`src/rtl/cabac_byte_writer.sv`:
```
// CABAC output byte emitter: holds the latest lead byte plus a run of pending 0xFF bytes
// until the carry is known, then streams the resolved bytes. Optional macro: CABAC_BW_STATS_EN.
module cabac_byte_writer #(
  parameter int unsigned CNT_W = 8
) (
  input  logic        clk,
  input  logic        rst,
  input  logic        in_valid,
  input  logic [8:0]  in_lead,
  output logic        in_ready,
  input  logic        flush_req,
  input  logic        flush_carry,
  output logic        flush_done,
  output logic        out_valid,
  output logic [7:0]  out_byte,
  input  logic        out_ready,
  output logic [1:0]  err,
  output logic [31:0] bytes_out
);

  typedef enum logic [1:0] {StEmpty, StHold, StDrain, StFdrain} state_e;

  localparam logic [CNT_W-1:0] CntMax = '1;

  state_e           state_q;
  logic [7:0]       buf_byte_q;
  logic             buf_valid_q;
  logic [CNT_W-1:0] ff_cnt_q;
  logic [7:0]       run_byte_q;
  logic [CNT_W-1:0] run_left_q;
  logic             out_valid_q;
  logic [7:0]       out_byte_q;
  logic             flush_done_q;
  logic [1:0]       err_q;

  always_ff @(posedge clk) begin
    if (rst) begin
      state_q      <= StEmpty;
      buf_byte_q   <= 8'h00;
      buf_valid_q  <= 1'b0;
      ff_cnt_q     <= '0;
      run_byte_q   <= 8'h00;
      run_left_q   <= '0;
      out_valid_q  <= 1'b0;
      out_byte_q   <= 8'h00;
      flush_done_q <= 1'b0;
      err_q        <= 2'b00;
    end else begin
      flush_done_q <= 1'b0;
      unique case (state_q)
        StEmpty, StHold: begin
          // A lead byte always wins over a coincident flush request.
          if (in_valid) begin
            if (in_lead == 9'h0FF) begin
              if (state_q == StEmpty) begin
                buf_byte_q  <= 8'hFF;
                buf_valid_q <= 1'b1;
                state_q     <= StHold;
              end else if (ff_cnt_q == CntMax) begin
                err_q[1] <= 1'b1;
              end else begin
                ff_cnt_q <= ff_cnt_q + CNT_W'(1);
              end
            end else if (state_q == StHold) begin
              out_byte_q  <= buf_byte_q + 8'(in_lead[8]);
              out_valid_q <= 1'b1;
              run_byte_q  <= in_lead[8] ? 8'h00 : 8'hFF;
              run_left_q  <= ff_cnt_q;
              buf_byte_q  <= in_lead[7:0];
              ff_cnt_q    <= '0;
              state_q     <= StDrain;
            end else begin
              buf_byte_q  <= in_lead[7:0];
              buf_valid_q <= 1'b1;
              state_q     <= StHold;
              if (in_lead[8] && !buf_valid_q) err_q[0] <= 1'b1;
            end
          end else if (flush_req) begin
            if (state_q == StHold) begin
              out_byte_q  <= buf_byte_q + 8'(flush_carry);
              out_valid_q <= 1'b1;
              run_byte_q  <= flush_carry ? 8'h00 : 8'hFF;
              run_left_q  <= ff_cnt_q;
              state_q     <= StFdrain;
            end else begin
              flush_done_q <= 1'b1;
              if (flush_carry && !buf_valid_q) err_q[0] <= 1'b1;
            end
          end
        end
        StDrain, StFdrain: begin
          if (out_ready) begin
            if (run_left_q == '0) begin
              out_valid_q <= 1'b0;
              if (state_q == StFdrain) begin
                buf_valid_q  <= 1'b0;
                ff_cnt_q     <= '0;
                flush_done_q <= 1'b1;
                state_q      <= StEmpty;
              end else begin
                state_q <= StHold;
              end
            end else begin
              out_byte_q <= run_byte_q;
              run_left_q <= run_left_q - CNT_W'(1);
            end
          end
        end
        default: state_q <= StEmpty;
      endcase
    end
  end

`ifdef CABAC_BW_STATS_EN
  logic [31:0] bytes_out_q;

  always_ff @(posedge clk) begin
    if (rst) begin
      bytes_out_q <= 32'd0;
    end else if (out_valid_q && out_ready) begin
      bytes_out_q <= bytes_out_q + 32'd1;
    end
  end

  assign bytes_out = bytes_out_q;
`else
  assign bytes_out = 32'd0;
`endif

  assign in_ready   = (state_q == StEmpty) || (state_q == StHold);
  assign out_valid  = out_valid_q;
  assign out_byte   = out_byte_q;
  assign flush_done = flush_done_q;
  assign err        = err_q;

endmodule

```
`config.mk`:
```
export PLATFORM = sky130hd
export DESIGN_NAME = cabac_byte_writer
export DESIGN_NICKNAME = d
export VERILOG_FILES = /design/src/rtl/cabac_byte_writer.sv
export SDC_FILE = /design/constraint.sdc
export NUM_CORES = 1
export LEC_CHECK = 0
export BUFFER_PORTS_ARGS = -buffer_cell sky130_fd_sc_hd__clkbuf_2
export CORE_AREA = 10 10 82 91
export CTS_CLUSTER_DIAMETER = 80
export DETAILED_ROUTE_END_ITERATION = 16
export DIE_AREA = 0 0 92 101
export PLACE_DENSITY = 0.67
export REMOVE_ABC_BUFFERS = 1
export SKIP_LAST_GASP = 1
export SYNTH_ARGS = -nofsm -noshare
export SYNTH_HDL_FRONTEND = slang
export SYNTH_SLANG_ARGS = --single-unit
```
`constraint.sdc`:
```
create_clock -name clk -period 2 [get_ports clk]
set_input_delay 0.3 -clock clk [delete_from_list [all_inputs] [get_ports clk]]
set_output_delay 0.3 -clock clk [all_outputs]
set_load 0.05 [all_outputs]
```
==> results.json, run 1 <==
{
  "grt_util_met2": 0.225,
  "drv_cap": 0,
  "busiest_layer": "met2",
  "fin_nets": 379,
  "synth_compound_area_frac": 0.195,
  "setup.worst_path.end": "ff_cnt_q[6]",
  "layout_min_cycle_time_ns": 1.82,
  "viasPerCell": 5.14,
  "rsz0062_at_grt": "no",
  "diodes": 0,
  "drtPass1Iterations": 5,
  "synthMuxAreaShare": 0.0264,
  "ir_drop_v": 0.000444,
  "pre_cts_slack_ns": 0.0809,
  "timing.final.ws_setup_ns": 0.177,
  "grtUsageMet3": 0.0335,
  "reg2reg_from": "ff_cnt_q[0]",
  "grt_pass1_wl_mm": 10.3,
  "netlist_area_sq_mm": 0.00242,
  "hold_class": "input port to register",
  "multiInputGateArea_sq_mm": 0.00141,
  "syn_to_final_growth_pct": 15.6,
  "ant_nets": 0,
  "via_count": 2244,
  "drc": 0,
  "synth-xor-area-share": 0.0217,
  "num-fill-cells": 607,
  "synth-async-reset-ratio": 0,
  "cp.required_ns": 2.23,
  "critPathLaunch": "ff_cnt_q[0]",
  "outcome": "complete, no violations",
  "slew_viol_final": 0,
  "critPathKind": "register to register",
  "synth_cells": 310,
  "grtUsageTotal": 0.133,
  "synth_top_flop_cell": "dfxtp_1",
  "place.port_buffers": 27,
  "die_w_microns": 92,
  "core_sq_mm": 0.00566,
  "ys_warn_count": 0,
  "hold_viol_final": 0,
  "layout-drive-gt1-share": 0.200,
  "r2r.worst_path.cells": 6,
  "p_leak_nw": 1.17,
  "cts_resized": 0,
  "pin_count": 60,
  "yosys.area_share.simple": 0.261,
  "postCtsSetupBuffers": 0,
  "ys_types": 47,
  "die_area_sq_mm": 0.00929,
  "met1_usage": 0.159,
  "max_freq_mhz": 548,
  "worst_hold_slack_ns": 0.250,
  "setup_viol": 0,
  "clock_sinks": 40,
  "holdBufCountCts": 0,
  "post-route-period-util": 0.912,
  "cts_buffer_depth": 2,
  "endpoint_kind": "register",
  "grt_max_degree": 26,
  "yosysSeqAreaShare": 0.331,
  "ys_ff_latch": 40,
  "syn_avg_cell_area_sq_um": 7.81,
  "start_util": 0.428,
  "cts-buffers-inserted": 5,
  "antenna_found_initial": 0,
  "grt_overflow": 0,
  "r2r_slack_ns": 0.18,
  "timing.rr.end": "ff_cnt_q[6]",
  "first_global_vias": 2176,
  "power_density_mw_per_mm2": 708,
  "clkLatencyLatePin_ns": 0.30,
  "avgRoutedWirePerCell_microns": 14.0,
  "num_rows": 29,
  "skew_ns": 0.00543,
  "totalWireLength_mm": 6.14,
  "clkSlewWorstSetupHoldPaths_ns": 0.08,
  "cp_max_fo": 5,
  "register_area_sq_um": 801,
  "h-tree-depth": 2,
  "synth_edf_count": 0,
  "gp_congestion": 0.868,
  "yosys.area_share.adder": 0.0258,
  "drt_iter0_markers": 201,
  "die_h_microns": 101,
  "critPathArrivalTime_ns": 2.06,
  "cts_tree": "built",
  "start_kind": "register",
  "synth_top_family_by_area": "simple AND/OR/NAND/NOR gates",
  "hpwlAfterDp_mm": 4.86,
  "clockRootBuffer": "clkbuf_8"
}
-- stage by stage --
step                      setup TNS (ns)  power (W)  cell area [sq um]  instances   util
after floorplan                    -8.34    0.00129               2240        296      -
after global placement                 0    0.00146               2710        429  0.479
after detailed placement               0    0.00146               2710        429  0.479
after CTS                              0    0.00199               2800        437  0.494
after global routing                   0    0.00209               2800        437  0.494
final                                  0    0.00198               2800        437  0.494
-- worst max-delay path, stage by stage (launching register included) --
cell     delay [ns]
dfxtp_1        0.32
ha_1           0.20
nand3_1        0.12
nor3_1         0.09
or4_1          0.61
or3_1          0.34
o21ai_1        0.07
-- cell usage in the layout, fill, tap and decap left out, drive strengths merged, types with 3 or more instances in the layout --
master,instances
conb,32
dfxtp,40
mux2i,3
o21ai,15
nand2b,3
a211oi,3
clkbuf,32
nand2,34
and3,5
mux2,3
a21oi,31
o211ai,8
ha,5
nand4,8
and2,4
nor3,10
and4,3
buf,29
inv,7
nor4,5
clkinv,4
nor2,23
xnor2,4
o31ai,4
nand3,19
a31oi,6
-- registers in the layout (all words and copies together), names as in the netlist --
name and count:
state_q 2, buf_valid_q 1, out_byte 8, flush_done 1
err 2, ff_cnt_q 8, out_valid 1, buf_byte_q 8
run_byte_q 1, run_left_q 8
-- cells in the mapped netlist, types with 3 or more instances --
cell	instances	area [sq um]
nor4_1	4	25.0
a21oi_1	31	155
buf_4	33	248
o31ai_1	4	30.0
ha_1	5	62.6
a211oi_1	3	22.5
and3_1	5	31.3
nand2b_1	3	18.8
and4_1	3	26.3
nand2_1	34	128
a31oi_1	6	37.5
o21ai_0	13	65.1
nor2_1	23	86.3
dfxtp_1	40	801
nand4_1	7	43.8
nor3_1	10	50.1
mux2_2	3	33.8
and2_1	4	25.0
xnor2_1	4	35.0
inv_1	7	26.3
mux2i_1	3	30.0
nand3_1	19	95.1
clkbuf_1	9	33.8
o211ai_1	8	60.1
-- report_power, final --
part	switching (W)	leakage, nW	internal [W]
Combinational	0.000405	0.793	0.000159
Sequential	0.0000397	0.326	0.000839
Clock	0.000294	0.0479	0.000243
Total	0.000739	1.17	0.00124
-- worst min-delay path by stage --
stage / cells past startpoint / slack, ns / endpoint / start
finish: 3 / 0.25 / buf_byte_q[0] / in_lead[0]
CTS: 3 / 0.25 / buf_byte_q[0] / in_lead[0]
floorplan: 1 / 0.37 / buf_byte_q[0] / rst
global placement: 2 / 0.44 / out_byte[7] / out_byte[7]
detailed placement: 2 / 0.45 / out_byte[7] / out_byte[7]
global route: 3 / 0.25 / buf_byte_q[0] / in_lead[0]
-- cell families after synthesis --
kind of cell,count (synthesis)
xor gates and xnor gates,6
AOI/OAI and AO/OA,77
DFF,40
and+or+nand+nor,122
buffers and inverters,53
other,1
adders and majority gates,5
muxes,6
-- area by class of cell --
type                            instances  area share
Sequential cell                        40       0.286
Tap cell                               77      0.0344
Inverter                                8      0.0107
Multi-Input combinational cell        248       0.502
Clock inverter                          3     0.00671
Clock buffer                            5      0.0246
Timing Repair Buffer                   56       0.135
-- layer usage --
metal,vias to the layer above,wire (microns)
met3,7,339
met5,-,0
met2,72,2970
met1,1014,2750
met4,0,79
li1,1151,-
No activity file was read; power rests on OpenSTA's default activity.
==> inputs of run 2 (changes only) <==
Settings changed: TNS_END_PERCENT from default to 30.
Clock period 2 ns to 2.15 ns, I/O delays scaled along.
==> results.json, run 2 (synthesis gave the netlist of run 1 again) <==
{
  "clockRootBuffer": "clkbuf_8",
  "via_count": 2199,
  "clkLatencyLatePin_ns": 0.29,
  "drc": 0,
  "fin_nets": 367,
  "place_inst": 417,
  "setup_viol": 0,
  "pre_cts_slack_ns": 0.159,
  "first_global_vias": 2020,
  "final_cell_count_no_fill": 425,
  "grtUsageTotal": 0.129,
  "cts-buffers-inserted": 5,
  "holdBufCountCts": 0,
  "pin_count": 60,
  "outcome": "complete, no violations",
  "layout_commonest_cell": "dfxtp_1",
  "clkSlewWorstSetupHoldPaths_ns": 0.08,
  "totalWireLength_mm": 6.02,
  "layout-drive-gt1-share": 0.172,
  "diodes": 0,
  "layout_common_cells": "dfxtp_1, nand2_1, conb_1",
  "ir_drop_v": 0.000415,
  "start_kind": "register",
  "hpwlAfterDp_mm": 4.64,
  "die_w_microns": 92,
  "h-tree-depth": 2,
  "cts_tree": "built",
  "power_w": 0.00185,
  "antenna_found_initial": 0,
  "layout_min_cycle_time_ns": 1.99,
  "cp.required_ns": 2.38,
  "clock_sinks": 40,
  "ant_nets": 0,
  "grt_overflow": 0,
  "grt_pass1_wl_mm": 9.96,
  "die_area_sq_mm": 0.00929,
  "num_rows": 29,
  "start_util": 0.428,
  "syn_to_final_growth_pct": 11.8,
  "critPathKind": "register to register",
  "p_leak_nw": 1.10,
  "core_sq_mm": 0.00566,
  "setup-tns-final_ns": 0,
  "rsz0062_at_grt": "no",
  "hold_viol_final": 0,
  "worstMarginPinSlew_ns": 0.541,
  "drv_cap": 0,
  "postLayoutCoreUtil": 0.478,
  "gp_congestion": 0.871,
  "grt_max_degree": 28,
  "cp_max_fo": 7,
  "slew_viol_final": 0,
  "drtPass1Iterations": 4,
  "endpoint_kind": "register",
  "die_h_microns": 101,
  "drt_iter0_markers": 168,
  "place.port_buffers": 27,
  "critPathArrivalTime_ns": 2.22,
  "hold_class": "input port to register",
  "max_freq_mhz": 502,
  "timing.final.ws_setup_ns": 0.159,
  "power_density_mw_per_mm2": 683,
  "skew_ns": 0.00781,
  "avgRoutedWirePerCell_microns": 14.2,
  "post-route-period-util": 0.926,
  "viasPerCell": 5.17,
  "cts_buffer_depth": 2,
  "relSlewSlack": 0.637
}
==> run 2: changes by cell type in the layout (fill, tap and decap cells not counted), sizes merged <==
cell and change:
buf -12, clkbuf +2, clkinvlp +1, clkinv -3
==> run 2: layer usage <==
metal  global-route usage  up-vias  share of wire
met5                    0        -              0
met1                0.156     1001           0.45
met4               0.0594        0          0.023
li1                     -     1126              -
met2                0.206       61           0.47
met3               0.0350       11          0.059
==> run 2: final cells by class <==
type | count | area, sq um
timing repair buffer | 44 | 275
multi-input combinational | 248 | 1410
sequential | 40 | 801
inverter | 8 | 30.0
tap | 77 | 96.3
clock inverter | 1 | 7.51
fill | 592 | 2950
clock buffer | 7 | 86.3
==> run 2: worst max-delay path, cell delays in order (launching register included) <==
cell	delay [ns]
dfxtp_1	0.37
ha_1	0.25
nand3_1	0.13
nor3_1	0.10
or4_1	0.66
or3_1	0.35
o21ai_1	0.07
==> run 2: path summary, 6_finish.rpt <==
path,startpoint,end,slack (ns),cells after the start
hold / removal,in_lead[0],buf_byte_q[0],0.26,3
setup / recovery,ff_cnt_q[1],ff_cnt_q[6],0.16,6
setup reg to reg,ff_cnt_q[1],ff_cnt_q[6],0.16,6
hold reg to reg,out_byte[4],out_byte[4],0.46,2
==> run 2: where the power goes <==
part | internal [W] | switching, W | total [W]
Combinational | 0.000139 | 0.000376 | 0.000515
Sequential | 0.000780 | 0.0000333 | 0.000814
Clock | 0.000261 | 0.000259 | 0.000520
Total | 0.00118 | 0.000668 | 0.00185
==> run 2: metrics by stage <==
stage / instance area, sq um / hold WS [ns]
5_1_grt: 2710 / 0.279
3_5_place_dp: 2610 / 0.446
6_report: 2710 / 0.263
4_1_cts: 2700 / 0.264
2_1_floorplan: 2240 / 0.392
3_3_place_gp: 2610 / 0.444
==> run 2: timing repair <==
action / 4_1_cts / 5_1_grt
resized for setup: 0 / 1
setup endpoints to repair: 0 / 12
setup buffers: 0 / 0
